--- config.mk ---
export PLATFORM = sky130hd
export DESIGN_NAME = flash_burst_reader_flat
export DESIGN_NICKNAME = d
export VERILOG_FILES = /design/src/rtl/flash_burst_reader_if.sv /design/src/rtl/flash_burst_reader.sv /design/src/flat_wrapper.sv
export SDC_FILE = /design/constraint.sdc
export NUM_CORES = 1
export LEC_CHECK = 0
export BUFFER_PORTS_ARGS = -buffer_cell sky130_fd_sc_hd__buf_2
export CAP_MARGIN = 20
export CORE_UTILIZATION = 28
export CTS_BUF_LIST = sky130_fd_sc_hd__clkbuf_8
export CTS_CLUSTER_DIAMETER = 200
export DETAILED_ROUTE_END_ITERATION = 8
export HOLD_SLACK_MARGIN = 0.05
export MAX_ROUTING_LAYER = met4
export PLACE_DENSITY = 0.45
export REMOVE_ABC_BUFFERS = 1
export SYNTH_ARGS = -nofsm -noshare
export SYNTH_HDL_FRONTEND = slang
export SYNTH_SLANG_ARGS = --single-unit
--- constraint.sdc ---
create_clock -name clk -period 4.4 [get_ports clk]
set_input_delay 0.88 -clock clk [delete_from_list [all_inputs] [get_ports clk]]
set_output_delay 0.88 -clock clk [all_outputs]
set_load 0.1 [all_outputs]
--- src/rtl/flash_burst_reader_if.sv ---
// Bus-side request/response bundle for flash_burst_reader.
// master = bus arbiter side, slave = flash controller side.
interface flash_burst_reader_if #(
  parameter int unsigned ADDR_WIDTH = 23,
  parameter int unsigned BURST_MAX  = 8
);
  localparam int unsigned LEN_W = $clog2(BURST_MAX) + 1;

  logic [ADDR_WIDTH-1:0] bus_addr;
  logic                  read_op;
  logic [LEN_W-1:0]      burst_len;
  logic                  req_ready;
  logic                  data_valid;
  logic [31:0]           bus_data_read;
  logic                  done;

  modport master (
    output bus_addr, read_op, burst_len,
    input  req_ready, data_valid, bus_data_read, done
  );

  modport slave (
    input  bus_addr, read_op, burst_len,
    output req_ready, data_valid, bus_data_read, done
  );
endinterface

--- src/rtl/flash_burst_reader.sv ---
// Burst read controller for a x16 parallel NOR flash: two timed halfword accesses per 32-bit word.
// Optional one-word read cache enabled by defining FLASH_READ_CACHE_EN.
module flash_burst_reader #(
  parameter int unsigned ADDR_WIDTH  = 23,
  parameter int unsigned WAIT_CYCLES = 4,
  parameter int unsigned BURST_MAX   = 8
) (
  input  logic                  clk,
  input  logic                  rst,
  flash_burst_reader_if.slave   bus,
  output logic [ADDR_WIDTH-1:0] flash_a,
  input  logic [15:0]           flash_dq,
  output logic                  flash_ce_n,
  output logic                  flash_oe_n,
  output logic                  flash_we_n,
  output logic                  flash_byte_n,
  output logic                  flash_rp_n
);
  localparam int unsigned LEN_W  = $clog2(BURST_MAX) + 1;
  localparam int unsigned WCNT_W = $clog2(WAIT_CYCLES) + 1;
  localparam logic [WCNT_W-1:0] WAIT_LAST = WCNT_W'(WAIT_CYCLES - 1);

  typedef enum logic [1:0] {IDLE, ACC_LO, ACC_HI} state_e;

  state_e                state_q, state_d;
  logic [WCNT_W-1:0]     wait_q, wait_d;
  logic [LEN_W-1:0]      words_q, words_d;
  logic [ADDR_WIDTH-1:0] addr_q, addr_d;
  logic [15:0]           lo_q, lo_d;
  logic [31:0]           data_q, data_d;
  logic                  valid_q, valid_d;
  logic                  done_q, done_d;
  logic [ADDR_WIDTH-1:0] flash_a_q, flash_a_d;
  logic                  ce_n_q, ce_n_d;
  logic                  rp_n_q;

  logic [ADDR_WIDTH-1:0] req_addr;
  logic [LEN_W-1:0]      req_len;
  logic                  req_ready;
  logic                  word_done;
  logic                  hit;
  logic [31:0]           cache_word;

  assign req_addr  = bus.bus_addr & ~ADDR_WIDTH'(3);
  assign word_done = (state_q == ACC_HI) && (wait_q == WAIT_LAST);
  // The cycle carrying the last data_valid is already IDLE; hold off new requests until the next one.
  assign req_ready = (state_q == IDLE) && !done_q;

  always_comb begin
    if (bus.burst_len == '0)
      req_len = LEN_W'(1);
    else if (bus.burst_len > LEN_W'(BURST_MAX))
      req_len = LEN_W'(BURST_MAX);
    else
      req_len = bus.burst_len;
  end

`ifdef FLASH_READ_CACHE_EN
  logic                  cache_vld_q;
  logic [ADDR_WIDTH-1:0] cache_addr_q;
  logic [31:0]           cache_data_q;

  assign hit        = (req_len == LEN_W'(1)) && cache_vld_q && (req_addr == cache_addr_q);
  assign cache_word = cache_data_q;

  always_ff @(posedge clk) begin
    if (!rst) begin
      cache_vld_q  <= 1'b0;
      cache_addr_q <= '0;
      cache_data_q <= '0;
    end else if (word_done) begin
      cache_vld_q  <= 1'b1;
      cache_addr_q <= addr_q;
      cache_data_q <= {flash_dq, lo_q};
    end
  end
`else
  assign hit        = 1'b0;
  assign cache_word = '0;
`endif

  always_comb begin
    state_d = state_q;
    wait_d  = wait_q;
    words_d = words_q;
    addr_d  = addr_q;
    lo_d    = lo_q;
    data_d  = data_q;
    valid_d = 1'b0;
    done_d  = 1'b0;

    unique case (state_q)
      IDLE: begin
        if (bus.read_op && req_ready) begin
          if (hit) begin
            valid_d = 1'b1;
            done_d  = 1'b1;
            data_d  = cache_word;
          end else begin
            state_d = ACC_LO;
            addr_d  = req_addr;
            words_d = req_len;
            wait_d  = '0;
          end
        end
      end
      ACC_LO: begin
        if (wait_q == WAIT_LAST) begin
          lo_d    = flash_dq;
          wait_d  = '0;
          state_d = ACC_HI;
        end else begin
          wait_d = wait_q + 1'b1;
        end
      end
      ACC_HI: begin
        if (word_done) begin
          data_d  = {flash_dq, lo_q};
          valid_d = 1'b1;
          wait_d  = '0;
          if (words_q == LEN_W'(1)) begin
            done_d  = 1'b1;
            words_d = '0;
            state_d = IDLE;
          end else begin
            words_d = words_q - 1'b1;
            addr_d  = addr_q + ADDR_WIDTH'(4);
            state_d = ACC_LO;
          end
        end else begin
          wait_d = wait_q + 1'b1;
        end
      end
      default: state_d = IDLE;
    endcase

    // Pin outputs are registered from the next state so they change cleanly on the clock edge.
    unique case (state_d)
      ACC_LO:  flash_a_d = addr_d;
      ACC_HI:  flash_a_d = addr_d + ADDR_WIDTH'(2);
      default: flash_a_d = flash_a_q;
    endcase
    ce_n_d = (state_d == IDLE);
  end

  always_ff @(posedge clk) begin
    rp_n_q <= rst;
    if (!rst) begin
      state_q   <= IDLE;
      wait_q    <= '0;
      words_q   <= '0;
      addr_q    <= '0;
      lo_q      <= '0;
      data_q    <= '0;
      valid_q   <= 1'b0;
      done_q    <= 1'b0;
      flash_a_q <= '0;
      ce_n_q    <= 1'b1;
    end else begin
      state_q   <= state_d;
      wait_q    <= wait_d;
      words_q   <= words_d;
      addr_q    <= addr_d;
      lo_q      <= lo_d;
      data_q    <= data_d;
      valid_q   <= valid_d;
      done_q    <= done_d;
      flash_a_q <= flash_a_d;
      ce_n_q    <= ce_n_d;
    end
  end

  assign bus.req_ready     = req_ready;
  assign bus.data_valid    = valid_q;
  assign bus.bus_data_read = data_q;
  assign bus.done          = done_q;

  assign flash_a      = flash_a_q;
  assign flash_ce_n   = ce_n_q;
  assign flash_oe_n   = ce_n_q;
  assign flash_we_n   = 1'b1;
  assign flash_byte_n = 1'b1;
  assign flash_rp_n   = rp_n_q;
endmodule

--- src/flat_wrapper.sv ---
// flat-port wrapper written by rule: the top's interface ports become plain ports
module flash_burst_reader_flat 
#(
  parameter int unsigned ADDR_WIDTH  = 23,
  parameter int unsigned WAIT_CYCLES = 4,
  parameter int unsigned BURST_MAX   = 8
)
  (clk, rst, flash_a, flash_dq, flash_ce_n, flash_oe_n, flash_we_n, flash_byte_n, flash_rp_n, bus_bus_addr, bus_read_op, bus_burst_len, bus_req_ready, bus_data_valid, bus_bus_data_read, bus_done);
  flash_burst_reader_if #(.ADDR_WIDTH(ADDR_WIDTH), .BURST_MAX(BURST_MAX)) bus_i ();
  input  logic clk;
  input  logic rst;
  output logic [ADDR_WIDTH-1:0] flash_a;
  input  logic [15:0] flash_dq;
  output logic flash_ce_n;
  output logic flash_oe_n;
  output logic flash_we_n;
  output logic flash_byte_n;
  output logic flash_rp_n;
  input wire logic [$bits(bus_i.bus_addr)-1:0] bus_bus_addr;
  input wire logic [$bits(bus_i.read_op)-1:0] bus_read_op;
  input wire logic [$bits(bus_i.burst_len)-1:0] bus_burst_len;
  output wire logic [$bits(bus_i.req_ready)-1:0] bus_req_ready;
  output wire logic [$bits(bus_i.data_valid)-1:0] bus_data_valid;
  output wire logic [$bits(bus_i.bus_data_read)-1:0] bus_bus_data_read;
  output wire logic [$bits(bus_i.done)-1:0] bus_done;
  assign bus_i.bus_addr = bus_bus_addr;
  assign bus_i.read_op = bus_read_op;
  assign bus_i.burst_len = bus_burst_len;
  assign bus_req_ready = bus_i.req_ready;
  assign bus_data_valid = bus_i.data_valid;
  assign bus_bus_data_read = bus_i.bus_data_read;
  assign bus_done = bus_i.done;
  flash_burst_reader #(.ADDR_WIDTH(ADDR_WIDTH), .WAIT_CYCLES(WAIT_CYCLES), .BURST_MAX(BURST_MAX)) u_core (.clk(clk), .rst(rst), .bus(bus_i), .flash_a(flash_a), .flash_dq(flash_dq), .flash_ce_n(flash_ce_n), .flash_oe_n(flash_oe_n), .flash_we_n(flash_we_n), .flash_byte_n(flash_byte_n), .flash_rp_n(flash_rp_n));
endmodule
==> results <==
- Row generation in the floorplan step produced 50 rows.
- In this run the standard cell core region covers 19020 µm².
- The number of clock buffers added by TritonCTS is 9.
- On the final layout, the worst hold slack is 0.4572 ns.
- Across the VDD grid, the largest voltage drop is 152.4 µV.
- The clock transition at the registers of the reported paths is 0.11 ns.
- Dividing the detail-routed via count by the number of cells gives 4.943.
- The clock tree from TritonCTS is built.
- The top cell type by area accounts for 38.81% of the synthesized area.
- After global routing the overflow that remains totals 0.
- The number of fill cells is 2086.
- In this run the count of I/O pins placed on the die edge is 109.
- Clock skew on the completed layout was measured at 0.01465 ns.
- For this run, the detailed router's first-pass iteration total came to 4.
- The die covers 20280 µm².
- Of the total power, the share spent switching nets is 34.92%.
- In this run the most critical hold path is launched from u_core.lo_q[4].
- The critical path is of the reg -> reg type.
- In this run, post-CTS repair resized a total of 0 instances.
- The area added between synthesis and finish is 16.80%.
- The number of H-tree branching levels is 3.
- The share of the cycle needed by the critical path after routing is 81.78%.
- The clock latency at the later pin of the worst-skew pair is 0.39 ns.
- The wire length of the first global-routing pass is 24890 µm.
- Yosys printed 0 warnings.
- Summed over all nets, the switching power comes to 0.7163 mW.
- In this run the cell area of the synthesized design comes to 5519 µm².
- Multiplexer cells account for 2.766% of the synthesized area.
- The die is 142.4 µm tall.
- Across the whole layout, storage elements account for 2142 µm².
- Summed over all layers, the routed wires come to 15680 µm.
- The tree built by TritonCTS fans out to 107 sinks.
- Data arrives at the worst endpoint at 3.89 ns.
- Per report_power, the combinational group accounts for 19.8% of the total.
- The reported max-cap violation count is 0.
- Post-CTS timing repair inserted 0 buffers for setup.
- In this run the register-to-register setup slack is 0.80 ns.
- In the final layout, the share of cells above drive strength 1 is 20.21%.
- The deepest clock path buffer count is 2.
- The nature of the critical path startpoint is a flip-flop.
- The initial antenna violation count came to 2.
- The HPWL after detailed placement is 11250 µm.
- After synthesis, the cell types taking the most area are dfxtp_1 (39%), nand2_1 (8.6%), a21oi_1 (6.3%).
- Among all flip-flop cells after synthesis, the most frequent one is dfxtp_1.
- The clock network fraction of design power is 29.6%.
- The post-detailed-route count of antenna-violating nets is 0.
- After detailed routing, the average wire length per cell comes to 15.16 µm.
- The final setup violation count is 0.
- The capturing point of the worst reg2reg path is u_core.flash_a[21].
- In the final design database the tool counted 825 nets.
- After layout, the worst setup slack is 0.8017 ns.
- The flow ran to the end, and the final reports show no timing, DRC or antenna violations.
- The starting density of the core is 29.02%.
- Global routing consumed, over all layers together, 16.22% of the routing resources.
- The worst register-to-register path begins at u_core.state_q[0].
- The synthesized netlist devotes 2.720% of its cell area to adder and majority cells.
- The number of cells on the worst reg-to-reg path is 12.
- The critical path endpoint category is a flip-flop.
- STA puts the critical path data required time at 4.69 ns.
- The number of global-route vias before repair was 4817.
- The number of synthesized flops with an enable pin is 0.
- The final route contains 5111 vias.
- The portion of the post-synthesis area used by sequential elements is 38.81%.
- The worst hold path was traced through 2 stages.
- The width of the die is 142.4 µm.
- The library cells used most frequently in the layout, excluding fill and tap cells, are nand2_1 (126), dfxtp_1 (107), buf_2 (104).
- The internal power of the cells totals 1.335 mW.
- The routability congestion estimate from global placement is 0.8363.
- Entering global routing, the biggest net connects 38 pins.
- Of the total synthesized cell area, the portion taken by XOR and XNOR cells is 2.380%.
- The transition time at the pin with the least slew margin is 0.8824 ns.
- The power density of the placed cells is 318.2 nW/µm².
- During placement, the flow inserted port buffers numbering 104.
- Total power for the finished layout comes to 2.051 mW.
- In the synthesized netlist the async set-or-reset flop fraction comes to 0%.
- The path class of the lowest-slack min-delay path is reg -> reg.
- For this design the static power due to leakage is 2.519 nW.
- Counting I/O delays and the setup requirement, the final critical path takes 3.598 ns.
- The biggest area contributor in the post-synthesis netlist is dfxtp_1.
- The minimum setup slack after placement is 0.6518 ns.
- After the first detailed-routing iteration, the DRC count stood at 213.
- The complex-gate fraction of the synthesized area is 18.00%.
- The number of max-slew violations in the final report is 0.
- The worst relative slew slack is 41.17%.
- The clock tree root buffer cell is clkbuf_8.
- The synthesized-area fraction occupied by and/or/nand/nor cells is 29.83%.
- Setup repair after global routing left no endpoint under its margin.
- The average size of a mapped cell is 7.999 µm².
- After technology mapping, the gate count stands at 690.
- The hold-critical path endpoint is u_core.bus.bus_data_read[4].
- Counting flops and latches in the post-synthesis netlist gives 107.
- The commonest non-fill, non-tap cell in the layout is nand2_1.
- Sequential cells burn 50.6% of the power.
- Buffers inserted to repair hold after CTS numbered 0.
- The maximum fanout count along the critical path is 31.
- The final hold violation count is 0.
- In the final layout, the multi-input gates occupy 3082 µm².
- Synthesis instantiated 72 different standard cells from the library.
- The final total negative setup slack is 0 ns.
- The combinational family with the most area after synthesis is simple AND/OR/NAND/NOR gates.
- Based on the critical path, the design can be clocked at up to 277.9 MHz.
- In the routed design, unresolved DRC markers number 0.
Yosys cell counts, types with 9 or more instances:
master    count
nor2_1       51
xnor2_1      11
nand2_1     126
dfxtp_1     107
ha_1         12
clkbuf_1     28
nor3_1       10
and2_1       11
a21oi_1      70
nand3_1      27
mux2i_1      13
nand4_1      11
nor4_1       10
nand2b_1     10
a22oi_1      10
buf_4         9
inv_1        13
o21ai_0      20
power groups by stage:
stage / clock [mW] / combinational (mW) / sequential [mW]
floorplan: 0 / 0.171 / 1.18
global placement: 0 / 0.406 / 1.06
finish: 0.607 / 0.407 / 1.04
CTS: 0.638 / 0.412 / 1.04
global route: 0.674 / 0.438 / 1.04
detailed placement: 0 / 0.410 / 1.06
worst max-delay path: stages (launching register included):
cell and delay [ns]:
dfxtp_1 0.37, inv_1 0.10, ha_1 0.38, buf_12 0.24, nand3b_1 0.26, or4_1 0.59
nand3_2 0.14, o211ai_1 0.18, nor3b_2 0.19, buf_4 0.20, nand3_2 0.19, o311a_1 0.40
a221o_1 0.25
state kept, by name, indices dropped and copies added, names as in the netlist:
name / cells
u_core.state_q: 2
u_core.flash_ce_n: 1
u_core.bus.bus_data_read: 32
u_core.flash_a: 23
u_core.wait_q: 3
u_core.bus.data_valid: 1
u_core.bus.done: 1
u_core.words_q: 4
u_core.addr_q: 23
u_core.flash_rp_n: 1
u_core.lo_q: 16
final cells by class:
cell class                      instances  area share (%)
Clock buffer                            9           1.922
Clock inverter                          7           1.145
Sequential cell                       107           33.23
Multi-Input combinational cell        516           47.81
Antenna cell                            2         0.07764
Tap cell                              260           5.047
Inverter                               15          0.8734
Timing Repair Buffer                  118           9.899
how the worst max path moves through the flow:
stage / start / endpoint / depth (start not counted)
final: u_core.state_q[0] / u_core.flash_a[21] / 12
after global routing: u_core.state_q[0] / u_core.flash_a[22] / 14
after CTS: u_core.state_q[0] / u_core.flash_a[21] / 12
after detailed placement: bus_read_op / u_core.flash_a[21] / 10
after global placement: bus_read_op / u_core.flash_a[21] / 10
after floorplan: u_core.state_q[0] / u_core.flash_a[21] / 10
layer usage:
| metal | track usage (%) | vias to the layer above | share of wire (%) | routed length, µm |
|---|---|---|---|---|
| met3 | 4.374 | 15 | 5.4 | 847 |
| met1 | 19.13 | 2367 | 46 | 7215 |
| met2 | 26.99 | 133 | 47 | 7338 |
| met4 | 4.527 | 0 | 1.7 | 274 |
| li1 | - | 2596 | - | - |
| met5 | - | - | 0 | 0 |
metrics by stage:
stage	cells	cell area, µm²	util [%]
finish	1034	6446	33.89
CTS	1032	6441	33.87
detailed placement	1016	6243	32.83
global placement	1016	6243	32.83
floorplan	638	5280	-
global route	1034	6446	33.89
kinds of logic after synthesis:
| kind of cell | Yosys count |
|---|---|
| and+or+nand+nor | 317 |
| AOI/OAI and AO/OA | 155 |
| DFF | 107 |
| buffers and inverters | 68 |
| xor gates and xnor gates | 15 |
| muxes | 15 |
| adders and majority gates | 12 |
| other | 1 |
Power figures use the tool's default switching activity.
